==> src/rtl/wb_pkg.sv <==
// Shared encodings for the write-back stage: result source, load size and
// the long-latency holding-buffer state.
package wb_pkg;

  typedef enum logic [1:0] {
    ALU  = 2'd0,
    MEM  = 2'd1,
    LINK = 2'd2
  } result_sel_e;

  typedef enum logic [1:0] {
    WORD = 2'd0,
    BYTE = 2'd1,
    HALF = 2'd2
  } load_size_e;

  typedef enum logic {
    EMPTY = 1'b0,
    FULL  = 1'b1
  } buf_state_e;

endpackage

==> src/rtl/load_extract.sv <==
// Byte/halfword lane select with zero or sign extension for loads.
// Purely combinational; lane indices wrap modulo the number of byte lanes.
module load_extract
  import wb_pkg::*;
#(
  parameter int WIDTH = 24,
  parameter int OFF_W = $clog2(WIDTH/8)
) (
  input  logic [WIDTH-1:0] data_i,
  input  logic [1:0]       size_i,
  input  logic             signed_i,
  input  logic [OFF_W-1:0] off_i,
  output logic [WIDTH-1:0] data_o
);

  localparam int NL = WIDTH / 8;

  logic [OFF_W-1:0] off_even;
  logic [OFF_W:0]   lo_idx;
  logic [OFF_W:0]   hi_idx;
  logic [OFF_W:0]   byte_idx;
  logic [7:0]       byte_lo;
  logic [7:0]       half_lo;
  logic [7:0]       half_hi;

  always_comb begin
    off_even = off_i & ~(OFF_W'(1));
    byte_idx = (OFF_W+1)'(off_i) % (OFF_W+1)'(NL);
    lo_idx   = (OFF_W+1)'(off_even) % (OFF_W+1)'(NL);
    hi_idx   = ((OFF_W+1)'(off_even) + (OFF_W+1)'(1)) % (OFF_W+1)'(NL);
    byte_lo  = 8'(data_i >> {byte_idx, 3'b000});
    half_lo  = 8'(data_i >> {lo_idx, 3'b000});
    half_hi  = 8'(data_i >> {hi_idx, 3'b000});

    // Fill with the extension bit first, then drop the lane bits on top.
    data_o = data_i;
    case (size_i)
      BYTE: begin
        data_o      = {WIDTH{signed_i & byte_lo[7]}};
        data_o[7:0] = byte_lo;
      end
      HALF: begin
        data_o       = {WIDTH{signed_i & half_hi[7]}};
        data_o[15:0] = {half_hi, half_lo};
      end
      default: data_o = data_i;
    endcase
  end

endmodule

==> src/rtl/mux2.sv <==
// Generic 2:1 mux: y = sel ? b : a. Combinational, no latency, no flow control.
module mux2 #(
  parameter int W = 8
) (
  input  logic         sel,
  input  logic [W-1:0] a,
  input  logic [W-1:0] b,
  output logic [W-1:0] y
);

  assign y = sel ? b : a;

endmodule

==> src/rtl/write_back_unit.sv <==
// Write-back stage: result select, load extraction and one-entry long-latency buffer.
// One cycle to registered outputs; lu_ready low only while the buffer is FULL.
module write_back_unit
  import wb_pkg::*;
#(
  parameter int WIDTH      = 24,
  parameter int REG_ADDR_W = 4,
  parameter int OFF_W      = $clog2(WIDTH/8)
) (
  input  logic                  clk,
  input  logic                  rst_n,
  input  logic                  in_valid,
  input  logic                  stall,
  input  logic                  flush,
  input  logic                  reg_write_in,
  input  logic [1:0]            result_sel,
  input  logic [WIDTH-1:0]      alu_result_in,
  input  logic [WIDTH-1:0]      read_data_in,
  input  logic [WIDTH-1:0]      link_in,
  input  logic [1:0]            load_size,
  input  logic                  load_signed,
  input  logic [OFF_W-1:0]      byte_offset,
  input  logic [REG_ADDR_W-1:0] write_register_in,
  input  logic                  lu_valid,
  output logic                  lu_ready,
  input  logic [WIDTH-1:0]      lu_result,
  input  logic [REG_ADDR_W-1:0] lu_register,
  output logic                  reg_write_out,
  output logic [REG_ADDR_W-1:0] write_register_out,
  output logic [WIDTH-1:0]      result_out
);

  buf_state_e            state_q, state_d;
  logic [REG_ADDR_W-1:0] buf_reg_q, buf_reg_d;
  logic [WIDTH-1:0]      buf_res_q, buf_res_d;
  logic                  reg_write_q, reg_write_d;
  logic [REG_ADDR_W-1:0] write_register_q, write_register_d;
  logic [WIDTH-1:0]      result_q, result_d;

  logic                  pipe_wr;
  logic [WIDTH-1:0]      mem_data;
  logic [WIDTH-1:0]      pipe_res;
  logic [WIDTH-1:0]      alt_res;
  logic [REG_ADDR_W-1:0] alt_reg;
  logic [WIDTH-1:0]      sel_res;
  logic [REG_ADDR_W-1:0] sel_reg;

  load_extract #(.WIDTH(WIDTH), .OFF_W(OFF_W)) u_load_extract (
    .data_i   (read_data_in),
    .size_i   (load_size),
    .signed_i (load_signed),
    .off_i    (byte_offset),
    .data_o   (mem_data)
  );

  always_comb begin
    case (result_sel)
      MEM:     pipe_res = mem_data;
      LINK:    pipe_res = link_in;
      default: pipe_res = alu_result_in;
    endcase
  end

  // Non-pipeline source: the buffered entry when FULL, else the direct lu offer.
  mux2 #(.W(WIDTH)) u_alt_res (
    .sel(state_q == FULL), .a(lu_result), .b(buf_res_q), .y(alt_res));
  mux2 #(.W(REG_ADDR_W)) u_alt_reg (
    .sel(state_q == FULL), .a(lu_register), .b(buf_reg_q), .y(alt_reg));

  // The pipeline always wins the write port when it has a request.
  mux2 #(.W(WIDTH)) u_sel_res (
    .sel(pipe_wr), .a(alt_res), .b(pipe_res), .y(sel_res));
  mux2 #(.W(REG_ADDR_W)) u_sel_reg (
    .sel(pipe_wr), .a(alt_reg), .b(write_register_in), .y(sel_reg));

  always_comb begin
    pipe_wr          = in_valid & reg_write_in & ~stall & ~flush;
    state_d          = state_q;
    buf_reg_d        = buf_reg_q;
    buf_res_d        = buf_res_q;
    reg_write_d      = 1'b0;
    write_register_d = write_register_q;
    result_d         = result_q;

    case (state_q)
      EMPTY: begin
        if (pipe_wr || lu_valid) begin
          reg_write_d = 1'b1;
        end
        if (pipe_wr && lu_valid) begin
          buf_reg_d = lu_register;
          buf_res_d = lu_result;
          state_d   = FULL;
        end
      end
      FULL: begin
        reg_write_d = 1'b1;
        // A younger pipeline write to the same register supersedes the buffer.
        if (!pipe_wr || (write_register_in == buf_reg_q)) begin
          state_d = EMPTY;
        end
      end
      default: state_d = EMPTY;
    endcase

    if (reg_write_d) begin
      write_register_d = sel_reg;
      result_d         = sel_res;
    end
  end

  always_ff @(posedge clk or negedge rst_n) begin
    if (!rst_n) begin
      state_q          <= EMPTY;
      buf_reg_q        <= '0;
      buf_res_q        <= '0;
      reg_write_q      <= 1'b0;
      write_register_q <= '0;
      result_q         <= '0;
    end else begin
      state_q          <= state_d;
      buf_reg_q        <= buf_reg_d;
      buf_res_q        <= buf_res_d;
      reg_write_q      <= reg_write_d;
      write_register_q <= write_register_d;
      result_q         <= result_d;
    end
  end

  assign lu_ready           = (state_q == EMPTY);
  assign reg_write_out      = reg_write_q;
  assign write_register_out = write_register_q;
  assign result_out         = result_q;

endmodule

==> config.mk <==
export PLATFORM = sky130hd
export DESIGN_NAME = write_back_unit
export DESIGN_NICKNAME = d
export VERILOG_FILES = /design/src/rtl/wb_pkg.sv /design/src/rtl/load_extract.sv /design/src/rtl/mux2.sv /design/src/rtl/write_back_unit.sv
export SDC_FILE = /design/constraint.sdc
export NUM_CORES = 1
export LEC_CHECK = 0
export CAP_MARGIN = 20
export CORE_MARGIN = 8
export CORE_UTILIZATION = 60
export DETAILED_ROUTE_END_ITERATION = 10
export DONT_BUFFER_PORTS = 1
export PLACE_DENSITY = 0.76
export SETUP_SLACK_MARGIN = 0.4
export SLEW_MARGIN = 20
export SYNTH_ARGS = -nofsm -noshare
export SYNTH_HDL_FRONTEND = slang
export SYNTH_SLANG_ARGS = --single-unit
==> constraint.sdc <==
create_clock -name clk -period 2 [get_ports clk]
set_clock_uncertainty 0.05 [all_clocks]
set_input_delay 0.3 -clock clk [delete_from_list [all_inputs] [get_ports clk]]
set_output_delay 0.3 -clock clk [all_outputs]
set_load 0.02 [all_outputs]
Yosys cells after proc, flatten, opt, wreduce, memory -nomap -nowiden
Cells that the tools add are included.

storage, ports and cells
  flip-flop bits (word level) = 58
  bits of input ports = 118
  word-level logic and storage cells = 42

cells by class
  reduce and logical (&&, ||, !) cells = 5
  div/mod/pow operators = 3
  add/sub/neg operators = 1
  shift operators = 3
  bitwise operators = 8
  equal/unequal tests = 5
  muxes and demuxes = 11

operators with widths
  kind                                                              count
  24-bit case mux with 2 select lines                               2
  24-bit by 6-bit >> shifter with 8-bit output                      3
  24-bit two-way mux                                                2
  4-bit two-way mux                                                 2
  2-bit by 2-bit modulo with 3-bit output (second input constant)   2
  1-bit AND                                                         5
  2-bit by 1-bit == test with 1-bit output (second input constant)  2
  2-bit == test (second input constant)                             2
  4-bit == test                                                     1
  1-bit case mux with 2 select lines                                2
  2-bit by 1-bit adder with 3-bit output (second input constant)    1
  3-bit by 2-bit modulo with 3-bit output (second input constant)   1
  1-bit two-way mux                                                 3
  1-bit NOT                                                         3
  1-bit logical OR                                                  2
  2-bit AND reduction                                               1
  1-bit logical AND                                                 1
  1-bit zero test                                                   1

Longest topological paths before layout
  word-level depth = 7
  mapped depth = 9

Cells and area by module
Synthesis repeated with hierarchy kept, for this count alone.

second synthesis, totals
  cell total of the unflattened synthesis = 382
  area total of the unflattened synthesis = 4285.4 µm²

by module, submodules not included
  module                area each (µm²)  instances  seq. area each (µm²)  cells each
  write_back_unit       2702.6           1          1451.4                215
  mux2 (u_alt_res ...)  396.6            2          0.0                   27
  load_extract          699.4            1          0.0                   105
  mux2 (u_alt_reg ...)  45.0             2          0.0                   4

Worst setup path before layout
OpenSTA, ideal clock, no wires.

  kind = input -> register
  start point = in load_size[0]
  end point = reg result_q[10] (netlist: result_out[10])
  cell stages on the path = 9
  slack = 0.141 ns
  data arrival time = 1.675 ns
  setup time = 0.134 ns
  cell sequence = inv_1 -> ha_1 -> nor2b_1 -> buf_2 -> and3_1 -> buf_6 -> a221o_1 -> a221oi_2 -> o22ai_1

on the way
  word-level cells in the longest chain between the ends = 4

RTL lines
  what                                                                       line                    source
  start: declaration                                                         write_back_unit.sv:20   input logic [1:0] load_size,
  2-bit == test or 2-bit by 1-bit == test with 1-bit output (tied branches)  load_extract.sv:37      case (size_i)
  24-bit case mux with 2 select lines *                                      load_extract.sv:37
  24-bit case mux with 2 select lines *                                      write_back_unit.sv:57   case (result_sel)
  24-bit two-way mux *                                                       mux2.sv:11              assign y = sel ? b : a;
  end signal: assignment                                                     write_back_unit.sv:126  result_q <= result_d;
  end: declaration                                                           write_back_unit.sv:38   logic [WIDTH-1:0] result_q, result_d;

Every way passes the cells marked *; elsewhere a longest branch is shown, timed or not.
A chain may end at the register's enable or synchronous reset.

Worst setup path after layout
  start point = in load_size[0]
  end point = reg result_q[6] (netlist: result_out[6])

The elaborated chain is that of the path after synthesis.

==> out/metrics.csv <==
stage;metric;value;unit
die;die width;97.1;um
sta;final hold slack;-404;ps
global_routing;first-pass GRT wire length;19100;um
die;core area;6350;sq um
critical_path;Critical Path Sink Type;flop;
die;Initial Util;62.1;%
synth;register bit total from synthesis;58;
die;num rows;29;
critical_path;Most Frequent Cell on Critical Path;buf_4;
sta;setup tns final;0;ps
finish;post-route insts no fill;494;
clock_tree;Root Buffer;clkbuf_8;
critical_path;CP bufs+invs;3;
status;status;finished, violations left;
synth;number of synthesized flops with an enable pin;0;
die;Die Ht;97.1;um
finish;FILL cells;488;
critical_path;CP required;2180;ps
clock_tree;Worst-path clk slew;80;ps
finish;P&R area growth vs syn;9.33;%
die;full die area;9420;sq um
placement;placed cell area;4060;sq um
pwr;peak supply drop;635;uV
detailed_routing;Antenna Nets Post-Route;0;
clock_tree;CTS tree;built;
global_routing;GRT Resource Usage Total;25.2;%
detailed_routing;DRT Pass-1 Iters;8;
finish;multi-input logic area;2310;sq um
placement;number of port buffers;0;
finish;Sequential Area;1450;sq um
global_routing;pin count of the biggest net entering global routing;59;
clock_tree;worst skew pair latency;340;ps
synth;Main synth FF type;dfrtp_1;
pwr;P per Cell Area;786;nW/um^2
detailed_routing;Vias per Instance;6.88;
sta;crit share post-route;75.9;%
synth;Cell Area, Synth;3940;sq um
sta;Max-Slew Margin vs Limit;44.3;%
hold_path;Hold Path Class;in -> async;
critical_path;crit path max fanout;8;
synth;Mean Syn Cell Area;9.50;sq um
critical_path;worst path arrival time;1700;ps
sta;fmax;658;MHz
sta;Setup violations, final;0;
placement;pre-CTS WS;98.5;ps
placement;HPWL Detailed;9340;um
critical_path;Startpoint Class;primary input;
global_routing;vias in the first global route;3439;
sta;min Tclk post-route;1520;ps
detailed_routing;Iter 0 DRT Violations;244;
synth;Seq/Total Area, Yosys;36.8;%
finish;Final #Nets;534;
clock_tree;sink count of the clock tree;58;
synth;Syn. warnings;0;
placement;# placed instances;472;
global_routing;total congestion overflow;0;
finish;layout cells sized above 1;19.7;%
sta;Final Hold Vio Count;58;
critical_path;cell family with most CP delay;compound AO/OA/AOI/OAI gates;
synth;ranking of synthesized cells by area;dfrtp_1 (37%), mux2i_1 (10%), mux2_2 (8.0%);
sta;Slew Limit Fails;0;
synth;Post-synth ARST share;100;%
critical_path;kind of critical path;in -> reg;
synth;commonest cells in the netlist;dfrtp_1 (58), mux2i_1 (41), a21oi_1 (37), nor2_1 (35), o21ai_0 (30);
critical_path;max incr delay on CP;420;ps
detailed_routing;Post-Route WL;12400;um
synth;Synth top area share;36.8;%
flow_run;max-cap viol count;0;
clock_tree;CTS H-tree depth;3;
finish;post-route cell area;4310;sq um
synth;cells after synthesis;415;
die;IO Pins;148;
critical_path;worst reg2reg setup slack;550;ps
pwr;P_leak;0.00185;uW
detailed_routing;routed vias;3400;
global_routing;initial antenna violation count;0;
synth;post-synthesis net count;537;
synth;count leader, synth;dfrtp_1;
synth;Synth cell types;45;
placement;GPL Wtd Cong;0.903;
clock_tree;CTS Buffer Depth;2;
sta;Final WS setup;481;ps
sta;RSZ-0062 raised after global routing;true;
detailed_routing;drt drc;0;
critical_path;Cell Chain, Critical Path;inv_8 -> ha_4 -> buf_4 -> nor2b_1 -> buf_4 -> a222oi_1 -> nor3_1 -> o22a_1;
status;failing checks;negative hold slack;
clock_tree;TritonCTS buffer count;9;
critical_path;critical path's slowest cell;a222oi_1;
synth;Synth area leader;dfrtp_1;
sta;Least-Margin Pin Slew;834;ps
detailed_routing;routed length per instance;25.1;um
[registers in the layout, summed over array words and instances, names as in the netlist]
name and cells:
reg_write_out 1, write_register_out 4, buf_res_q 24, state_q 1, result_out 24, buf_reg_q 4
[layer usage]
metal,wire length (um),part of all wire [%],track usage (%),vias to the layer above
met3,1530,12,9.60,21
met4,255,2.1,9.35,0
met5,0,0,0,-
met2,6000,48,40.9,189
met1,4610,37,29.6,1635
li1,-,-,-,1555
[stage by stage]
step                      power (uW)  util [%]
after floorplan                 2150         -
after global placement          2270      63.9
after detailed placement        2300      63.9
after CTS                       3380      67.1
after global routing            3540      67.9
final                           3390      67.9
[cell type report]
cell class | count | share of cell area, %
inverter | 17 | 1.77
antenna | 1 | 0.0580
multi-input combinational | 305 | 53.6
clock buffer | 10 | 3.19
timing repair buffer | 21 | 4.24
clock inverter | 5 | 1.28
sequential | 58 | 33.7
tap | 77 | 2.23
[layout by cell type (no fill, tap or decap), types with 2 or more instances in the layout]
cell        instances
a221o_1             8
xnor2_1             2
nor3_1              8
nor2b_1             7
clkbuf_8           10
a2bb2oi_1           8
o21ai_0            30
mux2i_1            41
mux2_2             28
buf_4              19
a21oi_1            37
dfrtp_1            58
a31oi_1             2
o22ai_1             7
a222oi_1            8
nor2_1             35
o22a_1              7
a221oi_2            7
inv_1              13
nand2_1            16
ha_1                3
a22oi_1            15
clkinvlp_4          2
buf_12              2
a22o_1              7
xor2_1              3
clkinv_2            2
inv_4               2
nand3b_1            9
[repair_timing]
action                     CTS  global route
buffers inserted             0             6
pin swaps                    0             4
resized for setup            2             4
setup endpoints to repair   21            16
hold endpoints to repair    58            58
[cells by family after synthesis]
group	after synthesis	synth area share (%)
simple gates	84	10.5
buf+inv	52	5.71
xor+xnor	5	1.11
compound gates	143	26.2
fa+ha+maj	4	1.27
flops	58	36.8
mux	69	18.4
[worst paths after layout]
check	start	endpoint	cells after the start
max	load_size[0]	result_out[6]$_DFFE_PN0P_	8
min	rst_n	buf_res_q[9]$_DFFE_PN0P_	0
max reg2reg	state_q$_DFF_PN0_	buf_res_q[10]$_DFFE_PN0P_	4
min reg2reg	buf_res_q[22]$_DFFE_PN0P_	buf_res_q[22]$_DFFE_PN0P_	1
max in group asynchronous	rst_n	buf_res_q[6]$_DFFE_PN0P_	0
min in group clk	lu_result[9]	buf_res_q[9]$_DFFE_PN0P_	1
[power breakdown]
part	switching [uW]	internal [uW]
sequential	238	1390
clock	488	597
combinational	307	372
total	1030	2350
Power figures use the tool's default switching activity.
